### src/rtl/spi_master_ctrl_if.sv
// Host request/response and SPI pin bundle for spi_master_ctrl.
interface spi_master_ctrl_if;
  logic        start;
  logic        write;
  logic [15:0] wdata;
  logic        ready;
  logic        busy;
  logic        done;
  logic [15:0] rdata;
  logic        SCLK;
  logic        CS_n;
  logic        MOSI;
  logic        MISO;

  modport master (
    input  start, write, wdata, MISO,
    output ready, busy, done, rdata, SCLK, CS_n, MOSI
  );

  modport slave (
    output start, write, wdata, MISO,
    input  ready, busy, done, rdata, SCLK, CS_n, MOSI
  );
endinterface

### src/rtl/spi_master_ctrl.sv
// SPI master for the 16-bit register peripheral: one 24-bit frame
// (8-bit command + 16 data bits, MSB first) per accepted host request.
module spi_master_ctrl #(
  parameter int unsigned CLK_DIV  = 4,
  parameter logic [7:0]  GET_CODE = 8'h50,
  parameter logic [7:0]  PUT_CODE = 8'h46
) (
  input  logic          CLK,
  input  logic          RST_n,
  spi_master_ctrl_if.master bus
);

  localparam int unsigned TW   = $clog2(CLK_DIV) + 1;
  localparam int unsigned BW   = 5;
  localparam logic [TW-1:0] TMAX = TW'(CLK_DIV - 1);

  typedef enum logic [2:0] {
    S_IDLE, S_SETUP, S_LOW, S_HIGH, S_HOLD, S_GAP
  } state_t;

  state_t        state_q, state_d;
  logic [TW-1:0] tmr_q, tmr_d;
  logic [BW-1:0] bit_q, bit_d;
  logic [22:0]   tx_q, tx_d;
  logic [15:0]   rx_q, rx_d;
  logic          wr_q, wr_d;
  logic          ready_q, ready_d;
  logic          busy_q, busy_d;
  logic          done_q, done_d;
  logic [15:0]   rdata_q, rdata_d;
  logic          sclk_q, sclk_d;
  logic          cs_n_q, cs_n_d;
  logic          mosi_q, mosi_d;
  logic          tmr_end_c;
  logic [23:0]   frame_c;

  // Frame to send for the request currently presented by the host.
  assign frame_c   = bus.write ? {PUT_CODE, bus.wdata} : {GET_CODE, 16'hFFFF};
  assign tmr_end_c = (tmr_q == TMAX);

  // Next-state and output decode; each non-idle state lasts one half-period.
  always_comb begin
    state_d = state_q;
    tmr_d   = tmr_end_c ? '0 : tmr_q + TW'(1);
    bit_d   = bit_q;
    tx_d    = tx_q;
    rx_d    = rx_q;
    wr_d    = wr_q;
    ready_d = ready_q;
    busy_d  = busy_q;
    done_d  = 1'b0;
    rdata_d = rdata_q;
    sclk_d  = sclk_q;
    cs_n_d  = cs_n_q;
    mosi_d  = mosi_q;
    unique case (state_q)
      S_IDLE: begin
        tmr_d = '0;
        if (bus.start && ready_q) begin
          tx_d    = frame_c[22:0];
          wr_d    = bus.write;
          cs_n_d  = 1'b0;
          mosi_d  = frame_c[23];
          ready_d = 1'b0;
          busy_d  = 1'b1;
          bit_d   = '0;
          state_d = S_SETUP;
        end
      end
      S_SETUP: begin
        if (tmr_end_c) begin
          sclk_d  = 1'b0;
          state_d = S_LOW;
        end
      end
      S_LOW: begin
        // Rising edge: sample MISO, present the next frame bit (ones once exhausted).
        if (tmr_end_c) begin
          sclk_d  = 1'b1;
          bit_d   = bit_q + BW'(1);
          tx_d    = {tx_q[21:0], 1'b1};
          mosi_d  = tx_q[22];
          if (!wr_q && (bit_q >= BW'(8))) begin
            rx_d = {rx_q[14:0], bus.MISO};
          end
          state_d = S_HIGH;
        end
      end
      S_HIGH: begin
        if (tmr_end_c) begin
          if (bit_q < BW'(24)) begin
            sclk_d  = 1'b0;
            state_d = S_LOW;
          end else begin
            state_d = S_HOLD;
          end
        end
      end
      S_HOLD: begin
        if (tmr_end_c) begin
          cs_n_d  = 1'b1;
          mosi_d  = 1'b1;
          done_d  = 1'b1;
          if (!wr_q) begin
            rdata_d = rx_q;
          end
          state_d = S_GAP;
        end
      end
      S_GAP: begin
        if (tmr_end_c) begin
          ready_d = 1'b1;
          busy_d  = 1'b0;
          state_d = S_IDLE;
        end
      end
      default: state_d = S_IDLE;
    endcase
  end

  // State register; an aborted frame keeps the last completed GET result.
  always_ff @(posedge CLK) begin
    if (!RST_n) begin
      state_q <= S_IDLE;
      tmr_q   <= '0;
      bit_q   <= '0;
      tx_q    <= '0;
      rx_q    <= '0;
      wr_q    <= 1'b0;
      ready_q <= 1'b1;
      busy_q  <= 1'b0;
      done_q  <= 1'b0;
      sclk_q  <= 1'b1;
      cs_n_q  <= 1'b1;
      mosi_q  <= 1'b1;
      if (!busy_q) begin
        rdata_q <= '0;
      end
    end else begin
      state_q <= state_d;
      tmr_q   <= tmr_d;
      bit_q   <= bit_d;
      tx_q    <= tx_d;
      rx_q    <= rx_d;
      wr_q    <= wr_d;
      ready_q <= ready_d;
      busy_q  <= busy_d;
      done_q  <= done_d;
      rdata_q <= rdata_d;
      sclk_q  <= sclk_d;
      cs_n_q  <= cs_n_d;
      mosi_q  <= mosi_d;
    end
  end

  assign bus.ready = ready_q;
  assign bus.busy  = busy_q;
  assign bus.done  = done_q;
  assign bus.rdata = rdata_q;
  assign bus.SCLK  = sclk_q;
  assign bus.CS_n  = cs_n_q;
  assign bus.MOSI  = mosi_q;

endmodule

### src/flat_wrapper.sv
// flat-port wrapper written by rule: the top's interface ports become plain ports
module spi_master_ctrl_flat 
#(
  parameter int unsigned CLK_DIV  = 4,
  parameter logic [7:0]  GET_CODE = 8'h50,
  parameter logic [7:0]  PUT_CODE = 8'h46
)
  (CLK, RST_n, bus_start, bus_write, bus_wdata, bus_MISO, bus_ready, bus_busy, bus_done, bus_rdata, bus_SCLK, bus_CS_n, bus_MOSI);
  spi_master_ctrl_if bus_i ();
  input  logic CLK;
  input  logic RST_n;
  input wire logic [$bits(bus_i.start)-1:0] bus_start;
  input wire logic [$bits(bus_i.write)-1:0] bus_write;
  input wire logic [$bits(bus_i.wdata)-1:0] bus_wdata;
  input wire logic [$bits(bus_i.MISO)-1:0] bus_MISO;
  output wire logic [$bits(bus_i.ready)-1:0] bus_ready;
  output wire logic [$bits(bus_i.busy)-1:0] bus_busy;
  output wire logic [$bits(bus_i.done)-1:0] bus_done;
  output wire logic [$bits(bus_i.rdata)-1:0] bus_rdata;
  output wire logic [$bits(bus_i.SCLK)-1:0] bus_SCLK;
  output wire logic [$bits(bus_i.CS_n)-1:0] bus_CS_n;
  output wire logic [$bits(bus_i.MOSI)-1:0] bus_MOSI;
  assign bus_i.start = bus_start;
  assign bus_i.write = bus_write;
  assign bus_i.wdata = bus_wdata;
  assign bus_i.MISO = bus_MISO;
  assign bus_ready = bus_i.ready;
  assign bus_busy = bus_i.busy;
  assign bus_done = bus_i.done;
  assign bus_rdata = bus_i.rdata;
  assign bus_SCLK = bus_i.SCLK;
  assign bus_CS_n = bus_i.CS_n;
  assign bus_MOSI = bus_i.MOSI;
  spi_master_ctrl #(.CLK_DIV(CLK_DIV), .GET_CODE(GET_CODE), .PUT_CODE(PUT_CODE)) u_core (.CLK(CLK), .RST_n(RST_n), .bus(bus_i));
endmodule
### config.mk
export PLATFORM = sky130hd
export DESIGN_NAME = spi_master_ctrl_flat
export DESIGN_NICKNAME = d
export VERILOG_FILES = /design/src/rtl/spi_master_ctrl_if.sv /design/src/rtl/spi_master_ctrl.sv /design/src/flat_wrapper.sv
export SDC_FILE = /design/constraint.sdc
export NUM_CORES = 1
export LEC_CHECK = 0
export ABC_AREA = 0
export CAP_MARGIN = 25
export CORE_ASPECT_RATIO = 2
export CORE_MARGIN = 2
export CORE_UTILIZATION = 59
export CTS_CLUSTER_DIAMETER = 80
export DETAILED_ROUTE_END_ITERATION = 12
export PLACE_DENSITY = 0.84
export SYNTH_ARGS = -nofsm -noshare
export SYNTH_HDL_FRONTEND = slang
export SYNTH_SLANG_ARGS = --single-unit
export TNS_END_PERCENT = 50
### constraint.sdc
create_clock -name CLK -period 4.5 [get_ports CLK]
set_clock_uncertainty 0.1 [all_clocks]
set_input_delay 1.125 -clock CLK [delete_from_list [all_inputs] [get_ports CLK]]
set_output_delay 1.125 -clock CLK [all_outputs]
set_load 0.02 [all_outputs]
==> summary.md <==
| Metric | Value |
|---|---|
| Vias in the first global route | `2,666` |
| Boundary pin count | `43` |
| Die width | `57.85 um` |
| Final Total Pwr | `0.001589 W` |
| Initial Util | `0.6046` |
| Clock Latency Late Sink | `0.33 ns` |
| Root Driver | `clkbuf_16` |
| Antenna violations before repair | `0` |
| Register Area | `1622 um2` |
| Area of the multi-input gates | `1600 um2` |
| Finished Cell Area | `4063 um2` |
| Crit. End Element | `output pin` |
| Drt drc | `0` |
| Status | `completed` |
| Sequential area share after synthesis | `0.4739` |
| P per Cell Area | `391.2 nW/um2` |
| Area after DPL | `3774 um2` |
| Via density | `6.379` |
| List of most frequent post-synthesis cells | `57 x dfxtp_1, 28 x nand3_1, 26 x nand2_1` |
| Fin nets | `392` |
| Worst reg2reg path depth | `3` |
| CTS Buffer Depth | `2` |
| CP required | `3.27 ns` |
| Hold WC Path Type | `reg -> reg` |
| Routed len/inst | `18.33 um` |
| Max frequency | `380.2 MHz` |
| Critical-path cell list | `clkdlybuf4s50_1` |
| Stages on worst setup path | `1` |
| Most frequent cell after synthesis | `dfxtp_1` |
| Highest metal used | `met4` |
| N_diodes | `0` |
| Max incr delay on CP | `0.64 ns` |
| R2r setup slk | `2.05 ns` |
| Post-synthesis async set-or-reset flop share | `0` |
| Cts repair resizes | `0` |
| Crit path buffers/inverters | `1` |
| Area of the core | `5660 um2` |
| Worst setup path endpoint | `bus_ready` |
| Die area | `6462 um2` |
| Critical Path Fanout Max | `6` |
| CTS tree | `built` |
| Startpoint Class | `flip-flop` |
| Area Overhead vs Synth | `18.72%` |
| Clock-pin slew on the worst setup and hold paths | `0.05 ns` |
| Hold buffers post-CTS | `0` |
| Setup_tns | `0 ns` |
| Syn_nets | `368` |
| Yosys top cell area share | `0.3335` |
| Top post-synthesis cells by area | `dfxtp_1 33%, edfxtp_1 14%, mux2i_1 7.3%` |
| First-pass GRT wire length | `12.83 mm` |
| Unrepaired setup endpoints after global routing | `false` |
| # clock sinks | `73` |
| Met1 WL | `3.130 mm` |
| Tcrit/Tclk final | `0.5844` |
| Post-CTS Setup Inserts | `0` |
| Synth Flop Type | `dfxtp_1` |
| Max-slew violations | `0` |
| Mapped Area | `3422 um2` |
| Lkg Pwr | `1.482 nW` |
| Hold Fails Final Rpt | `0` |
| Crit path max-delay family | `buffers and inverters` |
| Warnings from Yosys | `0` |
| Via count | `2,762` |
| IO buf count | `42` |
| Hold WS | `0.3231 ns` |
| Count of cell types in the netlist | `49` |
| GR Util All Layers | `0.2594` |
| Post-synth top area cell | `dfxtp_1` |
| Max-Cap Viols | `0` |
| Tightest Pin Transition | `0.9967 ns` |
| Slowest cell on crit path | `clkdlybuf4s50_1` |
| Final WL | `7.937 mm` |
| Crit Path Category | `reg -> out` |
| Global placement routability congestion | `0.7962` |
| Cells after Synth | `343` |
| Antenna viol nets, final | `0` |
| Number of synthesized flops with an enable pin | `16` |
| DR iter-0 viols | `175` |
| Pin count of the biggest net entering global routing | `75` |
| Average size of a mapped cell | `9.977 um2` |
| Critical path arrival | `1.40 ns` |
| Final setup viols | `0` |
| Die Y | `111.7 um` |
| Final Util | `0.7177` |
| Reg2Reg Capture Point | `u_core.tx_q[3]$_SDFFE_PN0P_` |
| Max-slew headroom | `0.3341` |
| Drt pass-1 iters | `4` |
| Critical R2R Launch | `u_core.state_q[1]$_SDFFE_PN0P_` |
| H-tree Lvls | `3` |
| Hpwl dp | `5.073 mm` |
| Met2 WL post-DR | `4.297 mm` |
| Fraction of layout cells with a size suffix above 1 | `0.07796` |
| Synthesis-stage register bit count | `73` |
| Max rail drop VDD | `401.7 uV` |
| Crit path from | `u_core.bus.ready$_SDFFE_PN1P_` |
| Fillers | `425` |
| Min Tclk post-route | `2.630 ns` |
| GRT overflow | `0` |
| Met3 wire length | `290 um` |
| Row count | `39` |
| Total CTS buffers | `9` |
[per-stage QoR]
step	setup slack (ns)	cells
CTS	1.845	433
floorplan	1.666	343
finish	1.870	433
global route	1.836	433
detailed placement	1.695	417
global placement	1.749	417
[layout make-up]
| class | count | share of cell area |
|---|---|---|
| Inverter | 8 | 0.007391 |
| Sequential cell | 73 | 0.3991 |
| Clock inverter | 5 | 0.01140 |
| Tap cell | 61 | 0.01879 |
| Clock buffer | 11 | 0.05975 |
| Multi-Input combinational cell | 229 | 0.3939 |
| Timing Repair Buffer | 46 | 0.1096 |
[logic make-up after synthesis]
logic type	Yosys count	share of synthesized area
and+or+nand+nor	112	0.1974
DFF	73	0.4739
AOI/OAI and AO/OA	87	0.1799
muxes	25	0.07313
xor gates and xnor gates	1	0.002560
buffers and inverters	41	0.05850
adders and majority gates	4	0.01463
[cells in the final DEF, fill, tap and decap left out, types with 7 or more instances in the layout]
| cell type | Yosys | final |
|---|---|---|
| edfxtp_1 | 16 | 16 |
| inv_1 | 8 | 8 |
| mux2i_1 | 25 | 25 |
| o21ai_0 | 20 | 20 |
| and2_1 | 20 | 20 |
| a21oi_1 | 22 | 22 |
| nor2_1 | 7 | 7 |
| nand3_1 | 28 | 28 |
| clkbuf_16 | 0 | 9 |
| clkdlybuf4s50_1 | 0 | 41 |
| nand2_1 | 26 | 26 |
| or4b_1 | 15 | 15 |
| o311ai_0 | 15 | 15 |
| dfxtp_1 | 57 | 57 |
[routing by layer]
| metal | GRT usage | vias to the layer above |
|---|---|---|
| met3 | 0.05691 | 17 |
| met1 | 0.2969 | 1361 |
| met2 | 0.4394 | 65 |
| met4 | 0.1318 | 0 |
| li1 | - | 1319 |
| met5 | 0 | - |
[power by group]
| group | total [W] | switching, W | internal (W) |
|---|---|---|---|
| clock | 0.000693 | 0.000256 | 0.000437 |
| combinational | 0.000170 | 0.0000924 | 0.0000773 |
| sequential | 0.000726 | 0.0000214 | 0.000705 |
[flip-flops by register name, indices dropped and copies added (netlist names)]
| signal | flops |
|---|---|
| u_core.bit_q | 5 |
| u_core.bus.CS_n | 1 |
| u_core.bus.MOSI | 1 |
| u_core.bus.SCLK | 1 |
| u_core.bus.busy | 1 |
| u_core.bus.done | 1 |
| u_core.bus.rdata | 16 |
| u_core.bus.ready | 1 |
| u_core.rx_q | 16 |
| u_core.state_q | 3 |
| u_core.tmr_q | 3 |
| u_core.tx_q | 23 |
| u_core.wr_q | 1 |
[worst reg2reg max path, stage by stage, from the launching register on]
cell and delay (ns):
dfxtp_1 0.88, nor3b_2 0.92, o311ai_0 0.27, mux2i_1 0.21
[worst min path at each step]
stage | start | end | slack, ns | cells past startpoint
floorplan | u_core.tmr_q[0]$_SDFF_PP0_ | u_core.tmr_q[0]$_SDFF_PP0_ | 0.30 | 1
global placement | u_core.tmr_q[0]$_SDFF_PP0_ | u_core.tmr_q[0]$_SDFF_PP0_ | 0.31 | 1
detailed placement | u_core.tmr_q[0]$_SDFF_PP0_ | u_core.tmr_q[0]$_SDFF_PP0_ | 0.32 | 1
CTS | u_core.tmr_q[0]$_SDFF_PP0_ | u_core.tmr_q[0]$_SDFF_PP0_ | 0.33 | 1
global route | u_core.tmr_q[0]$_SDFF_PP0_ | u_core.tmr_q[0]$_SDFF_PP0_ | 0.35 | 1
finish | u_core.tmr_q[0]$_SDFF_PP0_ | u_core.tmr_q[0]$_SDFF_PP0_ | 0.32 | 1
(Power assumes the default switching activity.)
